$ cat src/rtl/irq_sequencer_pkg.sv
// Shared constants for the interrupt sequencer: control-transfer opcodes,
// the handler vector address and the dispatch FSM encoding.
package irq_sequencer_pkg;

    localparam logic [5:0] OP_JMP = 6'b011000;
    localparam logic [5:0] OP_RET = 6'b010000;
    localparam logic [5:0] OP_JV  = 6'b011100;
    localparam logic [5:0] OP_JNV = 6'b011101;
    localparam logic [5:0] OP_JZ  = 6'b011110;
    localparam logic [5:0] OP_JNZ = 6'b011111;

    localparam logic [15:0] IRQ_VECTOR = 16'hF000;

    typedef enum logic [2:0] {
        ST_IDLE    = 3'd0,
        ST_FIRE    = 3'd1,
        ST_VEC1    = 3'd2,
        ST_VEC2    = 3'd3,
        ST_SERVICE = 3'd4
    } irq_state_e;

    // A dispatch alongside one of these would corrupt the saved return address.
    function automatic logic is_ctrl_xfer(input logic [5:0] op);
        return (op == OP_JMP) || (op == OP_RET) || (op == OP_JV) ||
               (op == OP_JNV) || (op == OP_JZ)  || (op == OP_JNZ);
    endfunction

endpackage

$ cat src/rtl/irq_sequencer_prio.sv
// Fixed-priority encoder: reports the lowest set index of req_i.
module irq_prio_enc #(
    parameter int N_SRC = 4,
    parameter int ID_W  = 2
) (
    input  logic [N_SRC-1:0] req_i,
    output logic             valid_o,
    output logic [ID_W-1:0]  idx_o
);

    always_comb begin
        valid_o = |req_i;
        idx_o   = '0;
        for (int i = N_SRC - 1; i >= 0; i--) begin
            if (req_i[i]) idx_o = ID_W'(i);
        end
    end

endmodule

$ cat src/rtl/irq_sequencer.sv
// Edge-latching, maskable interrupt sequencer that pulses the jump unit once
// per dispatch and holds off further dispatch until the handler's RET.
module irq_sequencer
    import irq_sequencer_pkg::*;
#(
    parameter int N_SRC = 4,
    parameter int ID_W  = 2
) (
    input  logic             clk,
    input  logic             reset,
    input  logic [N_SRC-1:0] irq_req,
    input  logic [5:0]       op_dec,
    input  logic             gie,
    input  logic             cfg_we,
    input  logic [N_SRC-1:0] cfg_mask,
    output logic             interrupt,
    output logic [ID_W-1:0]  irq_id,
    output logic             in_service,
    output logic [N_SRC-1:0] pending,
    output logic [N_SRC-1:0] mask
);

    irq_state_e       state_q;
    logic [N_SRC-1:0] req_q, pending_q, pending_d, mask_q;
    logic [N_SRC-1:0] req_edge, elig, clr;
    logic             interrupt_q, in_service_q, win_valid, dispatch;
    logic [ID_W-1:0]  irq_id_q, winner;

    assign req_edge = irq_req & ~req_q;
    assign elig     = pending_q & mask_q;

    irq_prio_enc #(.N_SRC(N_SRC), .ID_W(ID_W)) u_prio (
        .req_i   (elig),
        .valid_o (win_valid),
        .idx_o   (winner)
    );

    assign dispatch = (state_q == ST_IDLE) && win_valid && gie && !is_ctrl_xfer(op_dec);

    // Set is applied after clear so a coincident new edge keeps the bit pending.
    always_comb begin
        clr = '0;
        for (int i = 0; i < N_SRC; i++) begin
            clr[i] = dispatch && (winner == ID_W'(i));
        end
        pending_d = (pending_q & ~clr) | req_edge;
    end

    always_ff @(posedge clk or negedge reset) begin
        if (!reset) begin
            req_q     <= '0;
            pending_q <= '0;
            mask_q    <= '0;
        end else begin
            req_q     <= irq_req;
            pending_q <= pending_d;
            if (cfg_we) mask_q <= cfg_mask;
        end
    end

    always_ff @(posedge clk or negedge reset) begin
        if (!reset) begin
            state_q      <= ST_IDLE;
            interrupt_q  <= 1'b0;
            irq_id_q     <= '0;
            in_service_q <= 1'b0;
        end else begin
            interrupt_q <= 1'b0;
            case (state_q)
                ST_IDLE: begin
                    if (dispatch) begin
                        interrupt_q  <= 1'b1;
                        irq_id_q     <= winner;
                        in_service_q <= 1'b1;
                        state_q      <= ST_FIRE;
                    end
                end
                ST_FIRE: state_q <= ST_VEC1;
                ST_VEC1: state_q <= ST_VEC2;
                ST_VEC2: state_q <= ST_SERVICE;
                ST_SERVICE: begin
                    if (op_dec == OP_RET) begin
                        in_service_q <= 1'b0;
                        state_q      <= ST_IDLE;
                    end
                end
                default: state_q <= ST_IDLE;
            endcase
        end
    end

    assign interrupt  = interrupt_q;
    assign irq_id     = irq_id_q;
    assign in_service = in_service_q;
    assign pending    = pending_q;
    assign mask       = mask_q;

endmodule

$ cat config.mk
export PLATFORM = sky130hd
export DESIGN_NAME = irq_sequencer
export DESIGN_NICKNAME = d
export VERILOG_FILES = /design/src/rtl/irq_sequencer_pkg.sv /design/src/rtl/irq_sequencer_prio.sv /design/src/rtl/irq_sequencer.sv
export SDC_FILE = /design/constraint.sdc
export NUM_CORES = 1
export LEC_CHECK = 0
export ABC_CLOCK_PERIOD_IN_PS = 2350
export CORE_MARGIN = 1.5
export CORE_UTILIZATION = 46
export DETAILED_ROUTE_END_ITERATION = 7
export PLACE_DENSITY = 0.8
export SLEW_MARGIN = 20
export SYNTH_ARGS = -nofsm -noshare
export SYNTH_HDL_FRONTEND = slang
export SYNTH_SLANG_ARGS = --single-unit
export TNS_END_PERCENT = 20
$ cat constraint.sdc
create_clock -name clk -period 2.35 [get_ports clk]
set_input_delay 0.235 -clock clk [delete_from_list [all_inputs] [get_ports clk]]
set_output_delay 0.235 -clock clk [all_outputs]
set_load 0.05 [all_outputs]
Yosys cells after proc, flatten, opt, wreduce, memory -nomap -nowiden
Index checks and enable logic that the tools add are counted.

storage, ports and cells
  bits in registers = 19
  word-level logic and storage cells = 60
  input bits = 18
  output and inout port bits = 12

operators by class
  bitwise operators = 6
  equal/unequal tests = 15
  muxes and demuxes = 12
  reduce and logical (&&, ||, !) cells = 20

operators by type and width
  cell                count
  $eq 6x5->1 const B  6
  $pmux 3 s5          1
  $and 4x4->4         3
  $mux 2              4
  $not 4->4           2
  $logic_and 1x1->1   7
  $eq 3x2->1 const B  2
  $mux 3              2
  $logic_or 1x1->1    5
  $eq 2x2->1 const B  2
  $mux 1              4
  $ne 2x2->1 const B  2
  $or 4x4->4          1
  $reduce_and 2->1    2
  $reduce_or 4->1     1
  $eq 3x1->1 const B  1
  $eq 3x3->1 const B  1
  $logic_not 3->1     1
  $reduce_and 3->1    1
  $eq 2x1->1 const B  1
  $logic_not 2->1     1
  $pmux 1 s2          1
  $reduce_bool 2->1   1
  $logic_not 1->1     1

Logic depth before layout (Yosys ltp)
Gate-level depths: netlist of run 1.

  depth in word-level cells = 12
  mapped depth = 4
  mapped depth without buffers = 4

Modules after synthesis
A second synthesis of run 1 with hierarchy kept.

unflattened totals
  cell total of the unflattened synthesis = 73
  area total of the unflattened synthesis = 819.5 µm²

by module, submodules not included
  module         cells each  times used  area an instance (µm²)  sequential area each (µm²)
  irq_sequencer  66          1           784.5                   475.5
  irq_prio_enc   7           1           35.0                    0.0

Worst setup path before layout of run 1
Ideal clock, no wire load.

  path kind = reg-to-reg
  start point = register mask_q[2] (netlist: mask[2])
  end point = register irq_id_q[0] (netlist: irq_id[0])
  arrival time = 1.516 ns
  library setup time = 0.128 ns
  buffers on the path = 0
  required time = 2.222 ns
  cell stages (with the launch flop) = 4
  setup slack = 0.706 ns
  period minus slack after synthesis = 1.644 ns
  path through = dfrtp_1 a22oi_1 a211oi_2 mux2_1

between the ends
  cells in the longest elaborated chain, start to end = 6
  elaborated cells between the ends (all ways) = 9
  those cells by class = mux (3); bitwise (1); reduce/logical (5)

ends and longest elaborated chain
  element                            RTL line                  source
  start, declared                    irq_sequencer.sv:24       logic [N_SRC-1:0] req_q, pending_q, pending_d, mask_q;
  start signal, assigned             irq_sequencer.sv:57       if (cfg_we) mask_q <= cfg_mask;
  $and 4x4->4 (*)                    irq_sequencer.sv:30       assign elig = pending_q & mask_q;
  $reduce_or 4->1                    irq_sequencer_prio.sv:12  valid_o = |req_i;
  $logic_and 1x1->1 (3 in series)    irq_sequencer.sv:38       assign dispatch = (state_q == ST_IDLE) && win_valid && gie && !is_ctrl_xfer(op_dec);
  $reduce_and 2->1 (no source line)  n/a
  end signal, assigned               irq_sequencer.sv:73       irq_id_q <= winner;
  end, declared                      irq_sequencer.sv:27       logic [ID_W-1:0] irq_id_q, winner;

Mark *: on every way between the ends. The rest lies on a longest branch, timed or not.
A chain may end at the register's enable or synchronous reset.

Worst setup path in the final report of run 1
  start point = register pending_q[2] (netlist: pending[2])
  end point = output pending[2]

RTL lines
  element                 RTL line             source
  start, declared         irq_sequencer.sv:24
  start signal, assigned  irq_sequencer.sv:56  pending_q <= pending_d;
  end, declared           irq_sequencer.sv:19  output logic [N_SRC-1:0] pending,

No word-level cell between the ends.

==> results of run 1 <==
[logic make-up (layout without fill, tap and decap cells)]
| logic type | Yosys count | after routing |
|---|---|---|
| xor+xnor | 1 | 1 |
| simple gates | 19 | 19 |
| buf+inv | 6 | 39 |
| mux | 4 | 4 |
| flops | 19 | 19 |
| compound gates | 18 | 18 |
[cells in the final DEF (no fill, tap or decap), drive strengths merged]
master / n
a211oi: 1
a21boi: 1
a21o: 1
a22oi: 2
clkbuf: 4
clkdlybuf4s50: 29
dfrtp: 19
inv: 6
mux2: 4
nand2: 10
nand2b: 1
nand3: 1
nor2: 3
nor2b: 1
nor3: 1
nor4: 1
o2111ai: 1
o21a: 1
o21ai: 5
o22ai: 1
o31ai: 3
o32a: 1
o41ai: 1
or3b: 1
xnor2: 1
[worst paths after layout]
path | cells past startpoint | slack (ns) | start | end
max in group asynchronous | 1 | 1.43 | reset | state_q[2]$_DFFE_PN0P_
worst min register to register | 1 | 0.43 | req_q[3]$_DFF_PN0_ | pending[3]$_DFF_PN0_
min in group asynchronous | 1 | 0.41 | reset | req_q[1]$_DFF_PN0_
worst min-delay path | 1 | 0.40 | irq_req[2] | req_q[2]$_DFF_PN0_
worst max-delay path | 1 | 0.56 | pending[2]$_DFF_PN0_ | pending[2]
worst max register to register | 4 | 0.75 | state_q[1]$_DFFE_PN0P_ | irq_id[0]$_DFFE_PN0P_
[power groups by stage]
| stage | logic [mW] | registers [mW] | clock network (mW) |
|---|---|---|---|
| 5_1_grt | 0.550 | 0.491 | 0.174 |
| 6_report | 0.516 | 0.480 | 0.158 |
| 4_1_cts | 0.523 | 0.479 | 0.165 |
| 3_3_place_gp | 0.511 | 0.484 | 0 |
| 2_1_floorplan | 0.173 | 0.649 | 0 |
| 3_5_place_dp | 0.520 | 0.486 | 0 |
[flip-flops by register name, summed over array words and instances (netlist names)]
| name | cells |
|---|---|
| irq_id | 2 |
| interrupt | 1 |
| in_service | 1 |
| req_q | 4 |
| mask | 4 |
| pending | 4 |
| state_q | 3 |
[layout make-up]
| type | instances | area (um^2) |
|---|---|---|
| repair buffers | 29 | 290.3 |
| inverters | 6 | 22.52 |
| flip-flops and latches | 19 | 475.5 |
| clock buffers | 4 | 26.28 |
| well taps | 17 | 21.27 |
| multi-input cells | 42 | 319.1 |
| fillers | 133 | 534.3 |
[synthesized netlist by cell type, types with 2 or more instances]
master   number  share of area
o31ai_1       3          0.028
dfrtp_1      19           0.58
a22oi_1       2          0.018
o21ai_0       4          0.025
mux2_2        3          0.041
nor2_1        2         0.0092
nand2_1      10          0.046
inv_1         6          0.028
[metal layers]
layer,GRT usage,routed length (um),up-vias
met5,0,0,-
met4,0.08824,23,0
met3,0.04000,96,4
met2,0.3114,743,23
met1,0.2148,695,299
li1,-,-,309
==> run metrics, run 1 <==
fin util=0.6837; nets@finish=119; DRT Wirelength=1558 um; xor/xnor cell area share of the yosys netlist=0.01072; adder-cell share of the synthesized area=0; crit-path cells=clkdlybuf4s50_1; Post-CTS Repair Setup Buffers=0; Synth Cell Area=817.0 um^2; largest net degree at the start of global routing=20; number of I/O pins=30; Remaining DRCs=0; Area Overhead vs Synth=41.35%; Main synth FF type=dfrtp_1; clock skew=0.002132 ns; power after layout=1.153 mW; setup TNS=0 ns; synth warn=0; Final setup viols=0; Post-synth EDFFs=0; Compound-Gate Fraction of Synth Area=0.1822; # rows=15; Crit Path Category=reg -> out; period utilization=0.7612; routed vias/inst=5.427; Max-slew headroom=0.4490; Leak Pwr=0.4744 nW; Comb pwr share=0.448; final slew viol count=0; Die W=45.15 um; clock insertion delay at the later pin of the skew report=0.29 ns; Seq cells post-synth=19; antenna violations before repair=0; largest family of logic cells by synthesized area=compound AO/OA/AOI/OAI gates; CTS Sinks=19; clk buf depth=2; status=finished, final reports clean; drt pass-1 iters=4; CTS tree=yes; Via Count=635; hold-fix buffers at CTS=0; non-filler cells, final=117; Post-Syn Area per Cell=12.19 um^2; Seq/Total Area, Yosys=0.5819; first-pass GRT wire length=2691 um; die height=45.15 um; synthesized instance count=67; fin area=1155 um^2; multiplexer share of the synthesized area=0.05513; RSZ-0062 raised after global routing=no; async set-reset flop share out of synthesis=1.000; CTS Root Cell=clkbuf_4; total congestion overflow=0; Worst EP arrival=1.55 ns; Die ar.=2038 um^2; layout cells sized above 1=0.1100; global placer's final weighted congestion=0.7131; Starting Density=0.4837; Pint=675.1 uW; DR WL/cell=13.32 um; worst vdd ir=0.5765 mV; ANT cells=0; CP max stage delay=0.84 ns; Yosys cell types=26; Post-DP HPWL=1218 um; buffers plus inverters on the worst setup path=1; pre-CTS setup slack=0.4643 ns; Clock transition at path regs=0.10 ns; Req. time, crit path=2.12 ns; CP delay by family, top=buffers and inverters; setup slack after layout=0.5612 ns; CTS resizes=0; worst hold slack=0.4042 ns; Slew @ Worst Pin=0.8239 ns; placed cells=113; Initial DRC Count=10; PortBufs=29; vias in the first global route=649; Max Cap Violations=0; Core Region=1689 um^2; gr usage total=0.1823; DRT antenna net count=0; pwr/cell area=998.8 nW/um^2; startpoint types=flip-flop; cell area after placement=1129 um^2; hold crit path type=in -> reg; min Tclk post-route=1.789 ns; Slowest cell on crit path=clkdlybuf4s50_1; TritonCTS buffer count=3; Syn Nets=85; Clock power frac=0.137; sequential power share=0.416; critical path fanouts, max=4; Simple-Gate Fraction of Synth Area=0.1424; Hold Vio Cnt, Final=0; Worst Setup End Kind=output pin; H-tree Lvls=1; highest clock rate=559.0 MHz; Psw=478.4 uW; switching share of power=0.4148
No activity file was read; power rests on OpenSTA's default activity.
==> run 2, diff against run 1 <==
--- a/config.mk
+++ b/config.mk
@@ -5,11 +5,11 @@
 export SDC_FILE = /design/constraint.sdc
 export NUM_CORES = 1
 export LEC_CHECK = 0
-export ABC_CLOCK_PERIOD_IN_PS = 2350
+export ABC_CLOCK_PERIOD_IN_PS = 1750
 export CORE_MARGIN = 1.5
-export CORE_UTILIZATION = 46
+export CORE_UTILIZATION = 42
 export DETAILED_ROUTE_END_ITERATION = 7
-export PLACE_DENSITY = 0.8
+export PLACE_DENSITY = 0.74
 export SLEW_MARGIN = 20
 export SYNTH_ARGS = -nofsm -noshare
 export SYNTH_HDL_FRONTEND = slang
==> constraint.sdc (replaced) <==
create_clock -name clk -period 1.75 [get_ports clk]
set_input_delay 0.175 -clock clk [delete_from_list [all_inputs] [get_ports clk]]
set_output_delay 0.175 -clock clk [all_outputs]
set_load 0.05 [all_outputs]
==> run 2 against run 1 <==
  * Via count is 4.4% higher
  * Flip-flop and latch count unchanged
  * Cell count rose by 10%
  * Sequential share of layout area decreased by 1.7 points
  * Cell area up 4.2%
  * Setup slack got worse by 0.52 ns
  * First-iteration DRC count is 30% higher
  * Global-route usage shrank 1.3 points
  * Critical path type unchanged
==> run metrics, run 2 (synthesis gave the netlist of run 1 again) <==
status=finished, final reports clean; PortBufs=29 (unchanged); startpoint types=flip-flop; global placer's final weighted congestion=0.7375 (+3.4%); Worst Setup End Kind=output pin; ANT cells=0 (unchanged); sequential power share=0.412 (-0.004); drt pass-1 iters=4 (unchanged); # rows=15 (unchanged); Pint=921.4 uW (+36%); setup TNS=0 ns (unchanged); CTS Root Cell=clkbuf_4; DR WL/cell=12.56 um (-5.7%); TritonCTS buffer count=3 (unchanged); Post-CTS Repair Setup Buffers=0 (unchanged); number of I/O pins=30 (unchanged); Max Cap Violations=0 (unchanged); Slowest cell on crit path=clkdlybuf4s50_1; nets@finish=123 (+3.4%); CP max stage delay=0.82 ns (-0.02 ns); Worst EP arrival=1.53 ns (-0.02 ns); Psw=644.3 uW (+35%); CP delay by family, top=buffers and inverters; routed vias/inst=5.140 (-5.3%); hold-fix buffers at CTS=0 (unchanged); Worst R2R Path Depth=4 (unchanged); Starting Density=0.4582 (-0.02546); commonest non-fill, non-tap cell in the layout=clkdlybuf4s50_1; layout cells sized above 1=0.1635 (+0.05346); power after layout=1.566 mW (+36%); area occupied by multi-input gates=319.1 um^2 (unchanged); die height=47.11 um (+4.3%); Leak Pwr=0.5217 nW (+10%); Hold Vio Cnt, Final=0 (unchanged); cell area after placement=1166 um^2 (+3.3%); Remaining DRCs=0 (unchanged); number of cells on the critical path=1 (unchanged); period utilization=0.9755; CTS Sinks=19 (unchanged); Register Area=475.5 um^2 (unchanged); Die W=47.11 um (+4.3%); Comb pwr share=0.453 (+0.005); Final setup viols=0 (unchanged); DRT Wirelength=1620 um (+4.0%); Crit Path Category=reg -> out; total congestion overflow=0 (unchanged); critical path fanouts, max=4 (unchanged); DRT antenna net count=0 (unchanged); Area Overhead vs Synth=47.32%; Req. time, crit path=1.57 ns (-0.55 ns); CTS tree=yes; hold crit path type=in -> async; crit-path cells=clkdlybuf4s50_1; final slew viol count=0 (unchanged); clock skew=0.004456 ns (+0.002324 ns); first-pass GRT wire length=2566 um (-4.6%); largest net degree at the start of global routing=20 (unchanged); RSZ-0062 raised after global routing=no; Fill cells=155 (+17%); fin area=1204 um^2 (+4.2%); Die ar.=2219 um^2 (+8.9%); antenna violations before repair=0 (unchanged); commonest cells after routing, fill and taps aside=clkdlybuf4s50_1 (24), dfrtp_1 (19), nand2_1 (10); Max-slew headroom=0.6600 (+0.2110); vias in the first global route=651 (+0.31%); Slew @ Worst Pin=0.5092 ns (-0.3147 ns); clock insertion delay at the later pin of the skew report=0.29 ns (about the same); gr usage total=0.1695 (-0.01281); Core Region=1783 um^2 (+5.6%); worst vdd ir=0.8185 mV (+42%); Initial DRC Count=13 (+3); switching share of power=0.4115 (-0.003280); CTS resizes=0 (unchanged); Clock transition at path regs=0.10 ns (about the same); pwr/cell area=1301 nW/um^2 (+30%); Via Count=663 (+4.4%); clk buf depth=2 (unchanged); highest clock rate=585.8 MHz; buffers plus inverters on the worst setup path=1 (unchanged); H-tree Lvls=1 (unchanged); Post-DP HPWL=1314 um (+7.9%); Clock power frac=0.135 (-0.002); min Tclk post-route=1.707 ns
run 2: changes by cell type in the layout (fill, tap and decap cells not counted):
| cell | before | now |
|---|---|---|
| buf_4 | 0 | 5 |
| clkdlybuf4s50_1 | 29 | 24 |
| dlymetal6s2s_1 | 0 | 4 |
| clkbuf_1 | 1 | 0 |
| clkinv_2 | 0 | 1 |
run 2: per-stage QoR:
step / setup WS [ns] / hold WS [ns] / instances / utilization
6_report: 0.04281 / 0.1945 / 129 / 0.6751
2_1_floorplan: 0.1065 / -0.1206 / 67 / -
4_1_cts: 0.002812 / 0.1949 / 129 / 0.6695
5_1_grt: 0.004619 / 0.2307 / 129 / 0.6751
3_3_place_gp: 0.09627 / 0.3993 / 125 / 0.6540
3_5_place_dp: 0.06205 / 0.4077 / 125 / 0.6540
run 2: power by group through the flow:
stage / combinational (mW) / sequential, mW / clock [mW]
final: 0.709 / 0.645 / 0.211
after global routing: 0.760 / 0.663 / 0.240
after CTS: 0.723 / 0.645 / 0.222
after detailed placement: 0.722 / 0.653 / 0
after global placement: 0.710 / 0.651 / 0
after floorplan: 0.232 / 0.872 / 0
run 2: final timing paths:
kind / start / endpoint / slack [ns]
min: reset / state_q[2]$_DFFE_PN0P_ / 0.19
max reg2reg: state_q[1]$_DFFE_PN0P_ / irq_id[0]$_DFFE_PN0P_ / 0.32
max in group asynchronous: reset / mask[2]$_DFFE_PN0P_ / 1.36
min in group clk: irq_req[2] / req_q[2]$_DFF_PN0_ / 0.35
max: pending[0]$_DFF_PN0_ / pending[0] / 0.04
min reg2reg: req_q[3]$_DFF_PN0_ / pending[3]$_DFF_PN0_ / 0.42
run 2: final cells by class:
| class | instances | share of cell area |
|---|---|---|
| Clock inverter | 1 | 0.004158 |
| Multi-Input combinational cell | 42 | 0.2651 |
| Sequential cell | 19 | 0.3950 |
| Timing Repair Buffer | 33 | 0.2723 |
| Inverter | 6 | 0.01871 |
| Tap cell | 25 | 0.02599 |
| Clock buffer | 3 | 0.01871 |
run 2: layer usage:
layer	share of wire	vias to the layer above	GRT usage	wire (um)
met5	0	-	0	0
met4	0.019	0	0.08333	30
met3	0.077	5	0.03462	125
met2	0.53	29	0.3288	851
met1	0.38	314	0.1675	612
li1	-	315	-	-
==> run 3, diff against run 2 <==
--- a/config.mk
+++ b/config.mk
@@ -7,9 +7,9 @@
 export LEC_CHECK = 0
 export ABC_CLOCK_PERIOD_IN_PS = 1750
 export CORE_MARGIN = 1.5
-export CORE_UTILIZATION = 42
+export CORE_UTILIZATION = 30
 export DETAILED_ROUTE_END_ITERATION = 7
-export PLACE_DENSITY = 0.74
+export PLACE_DENSITY_LB_ADDON = 0.1
 export SLEW_MARGIN = 20
 export SYNTH_ARGS = -nofsm -noshare
 export SYNTH_HDL_FRONTEND = slang
==> run 3 against run 2 <==
  * Flip-flop and latch count unchanged
  * Utilization down 20 points
  * Clock skew down 0.0037 ns
  * Die area up 37%
  * Critical path depth unchanged
  * Hold slack better by 0.0083 ns
  * Combinational power about the same
  * Routed wire length down 0.68%
  * Clock power up 2%
==> run metrics, run 3 (synthesis gave the netlist of run 1 again) <==
hold crit path type=in -> async; RSZ-0062 raised after global routing=no; Clock transition at path regs=0.10 ns (about the same); total congestion overflow=0 (unchanged); Hold Vio Cnt, Final=0 (unchanged); Worst Setup End Kind=output pin; commonest cells after routing, fill and taps aside=clkdlybuf4s50_1 (22), dfrtp_1 (19), nand2_1 (10); Die W=55.19 um (+17%); setup slack after layout=0.07163 ns (+0.02882 ns); TritonCTS buffer count=3 (unchanged); Max Cap Violations=0 (unchanged); number of I/O pins=30 (unchanged); clock insertion delay at the later pin of the skew report=0.29 ns (about the same); fin util=0.4752 (-0.1999); Crit Path Category=reg -> out; worst vdd ir=0.5484 mV (-33%); CTS Sinks=19 (unchanged); Area Overhead vs Synth=46.71%; DRT antenna net count=0 (unchanged); Leak Pwr=0.5169 nW (-0.93%); Via Count=661 (-0.30%); Post-DP HPWL=1243 um (-5.4%); setup TNS=0 ns (unchanged); non-filler cells, final=134 (+3.9%); Core Region=2522 um^2 (+41%); layout cells sized above 1=0.1827 (+0.01923); vias in the first global route=573 (-12%); pwr/cell area=1307 nW/um^2 (+0.50%); Worst EP arrival=1.50 ns (-0.03 ns); CTS Root Cell=clkbuf_4; CP delay by family, top=buffers and inverters; buffers plus inverters on the worst setup path=1 (unchanged); gr usage total=0.1141 (-0.05539); final slew viol count=0 (unchanged); min Tclk post-route=1.678 ns (-0.02882 ns); Slew @ Worst Pin=0.5079 ns (-0.001292 ns); DRT Wirelength=1609 um (-0.68%); hold-fix buffers at CTS=0 (unchanged); Remaining DRCs=0 (unchanged); PortBufs=29 (unchanged); clock skew=0.0007705 ns (-0.003685 ns); routed vias/inst=4.933 (-4.0%); DR WL/cell=12.01 um (-4.4%); CTS resizes=0 (unchanged); antenna violations before repair=0 (unchanged); die height=55.19 um (+17%); critical path fanouts, max=4 (unchanged); clk buf depth=2 (unchanged); global placer's final weighted congestion=0.6934 (-6.0%); # rows=18 (+3); highest clock rate=595.8 MHz (+1.7%); Starting Density=0.3239 (-0.1343); first-pass GRT wire length=2415 um (-5.9%); commonest non-fill, non-tap cell in the layout=clkdlybuf4s50_1; Final setup viols=0 (unchanged); Fill cells=253 (+63%); Post-CTS Repair Setup Buffers=0 (unchanged); Slowest cell on crit path=clkdlybuf4s50_1; drt pass-1 iters=4 (unchanged); CP max stage delay=0.82 ns (about the same); nets@finish=123 (unchanged); Req. time, crit path=1.57 ns (about the same); period utilization=0.9591 (-0.01647); CTS tree=yes; largest net degree at the start of global routing=20 (unchanged); startpoint types=flip-flop; ANT cells=0 (unchanged); pre-CTS setup slack=0.07398 ns (+0.01193 ns); H-tree Lvls=1 (unchanged); crit-path cells=clkdlybuf4s50_1; Max-slew headroom=0.6603 (about the same); Initial DRC Count=6 (-7); Die ar.=3045 um^2 (+37%); status=finished, final reports clean; placed cells=130 (+4.0%)
==> run 3: cell types whose count changed in the layout (fill, tap and decap cells not counted) <==
cell,before,now
buf_4,5,8
clkbuf_1,0,1
clkdlybuf4s50_1,24,22
clkinv_2,1,0
dlymetal6s2s_1,4,3
==> run 3: where the power goes <==
part	switching (mW)	internal (mW)	leakage, nW
sequential	0.101	0.543	0.216
clock	0.128	0.0885	0.0150
combinational	0.419	0.288	0.286
total	0.648	0.919	0.517
==> run 3: through the flow <==
step | power, mW | hold WS, ns | instance area [um^2]
2_1_floorplan | 1.103 | -0.1206 | 817.0
3_3_place_gp | 1.363 | 0.3968 | 1165
3_5_place_dp | 1.369 | 0.4027 | 1165
4_1_cts | 1.593 | 0.2025 | 1191
5_1_grt | 1.661 | 0.2304 | 1199
6_report | 1.567 | 0.2028 | 1199
==> run 3: final cells by class <==
| type | instances | area [um^2] | area share |
|---|---|---|---|
| clock buffer | 4 | 26.28 | 0.02192 |
| sequential | 19 | 475.5 | 0.3967 |
| tap | 30 | 37.54 | 0.03132 |
| inverter | 6 | 22.52 | 0.01879 |
| timing repair buffer | 33 | 317.8 | 0.2651 |
| multi-input combinational | 42 | 319.1 | 0.2662 |
==> run 3: final timing paths <==
kind | depth (start not counted) | end | slack (ns) | from
max in group asynchronous | 2 | req_q[3]$_DFF_PN0_ | 1.35 | reset
setup reg to reg | 4 | irq_id[0]$_DFFE_PN0P_ | 0.31 | state_q[1]$_DFFE_PN0P_
min in group clk | 1 | req_q[2]$_DFF_PN0_ | 0.34 | irq_req[2]
hold reg to reg | 1 | pending[3]$_DFF_PN0_ | 0.41 | req_q[3]$_DFF_PN0_
hold / removal | 2 | state_q[1]$_DFFE_PN0P_ | 0.20 | reset
setup / recovery | 1 | pending[1] | 0.07 | pending[1]$_DFF_PN0_
==> run 3: worst reg2reg max path: cells and delay by family, from the launching register on <==
kind             cells  cell delay [ns]
AND/OR/NAND/NOR      1             0.17
AO/OA/AOI/OAI        2             0.37
multiplexers         1             0.34
flip-flops           1             0.46
==> run 3: layer usage <==
layer	vias up	wire length, um	GRT usage	part of all wire
li1	316	-	-	-
met1	319	719	0.1436	0.45
met2	22	732	0.1845	0.45
met3	4	133	0.02957	0.083
met4	0	23	0.04878	0.014
met5	-	0	0	0
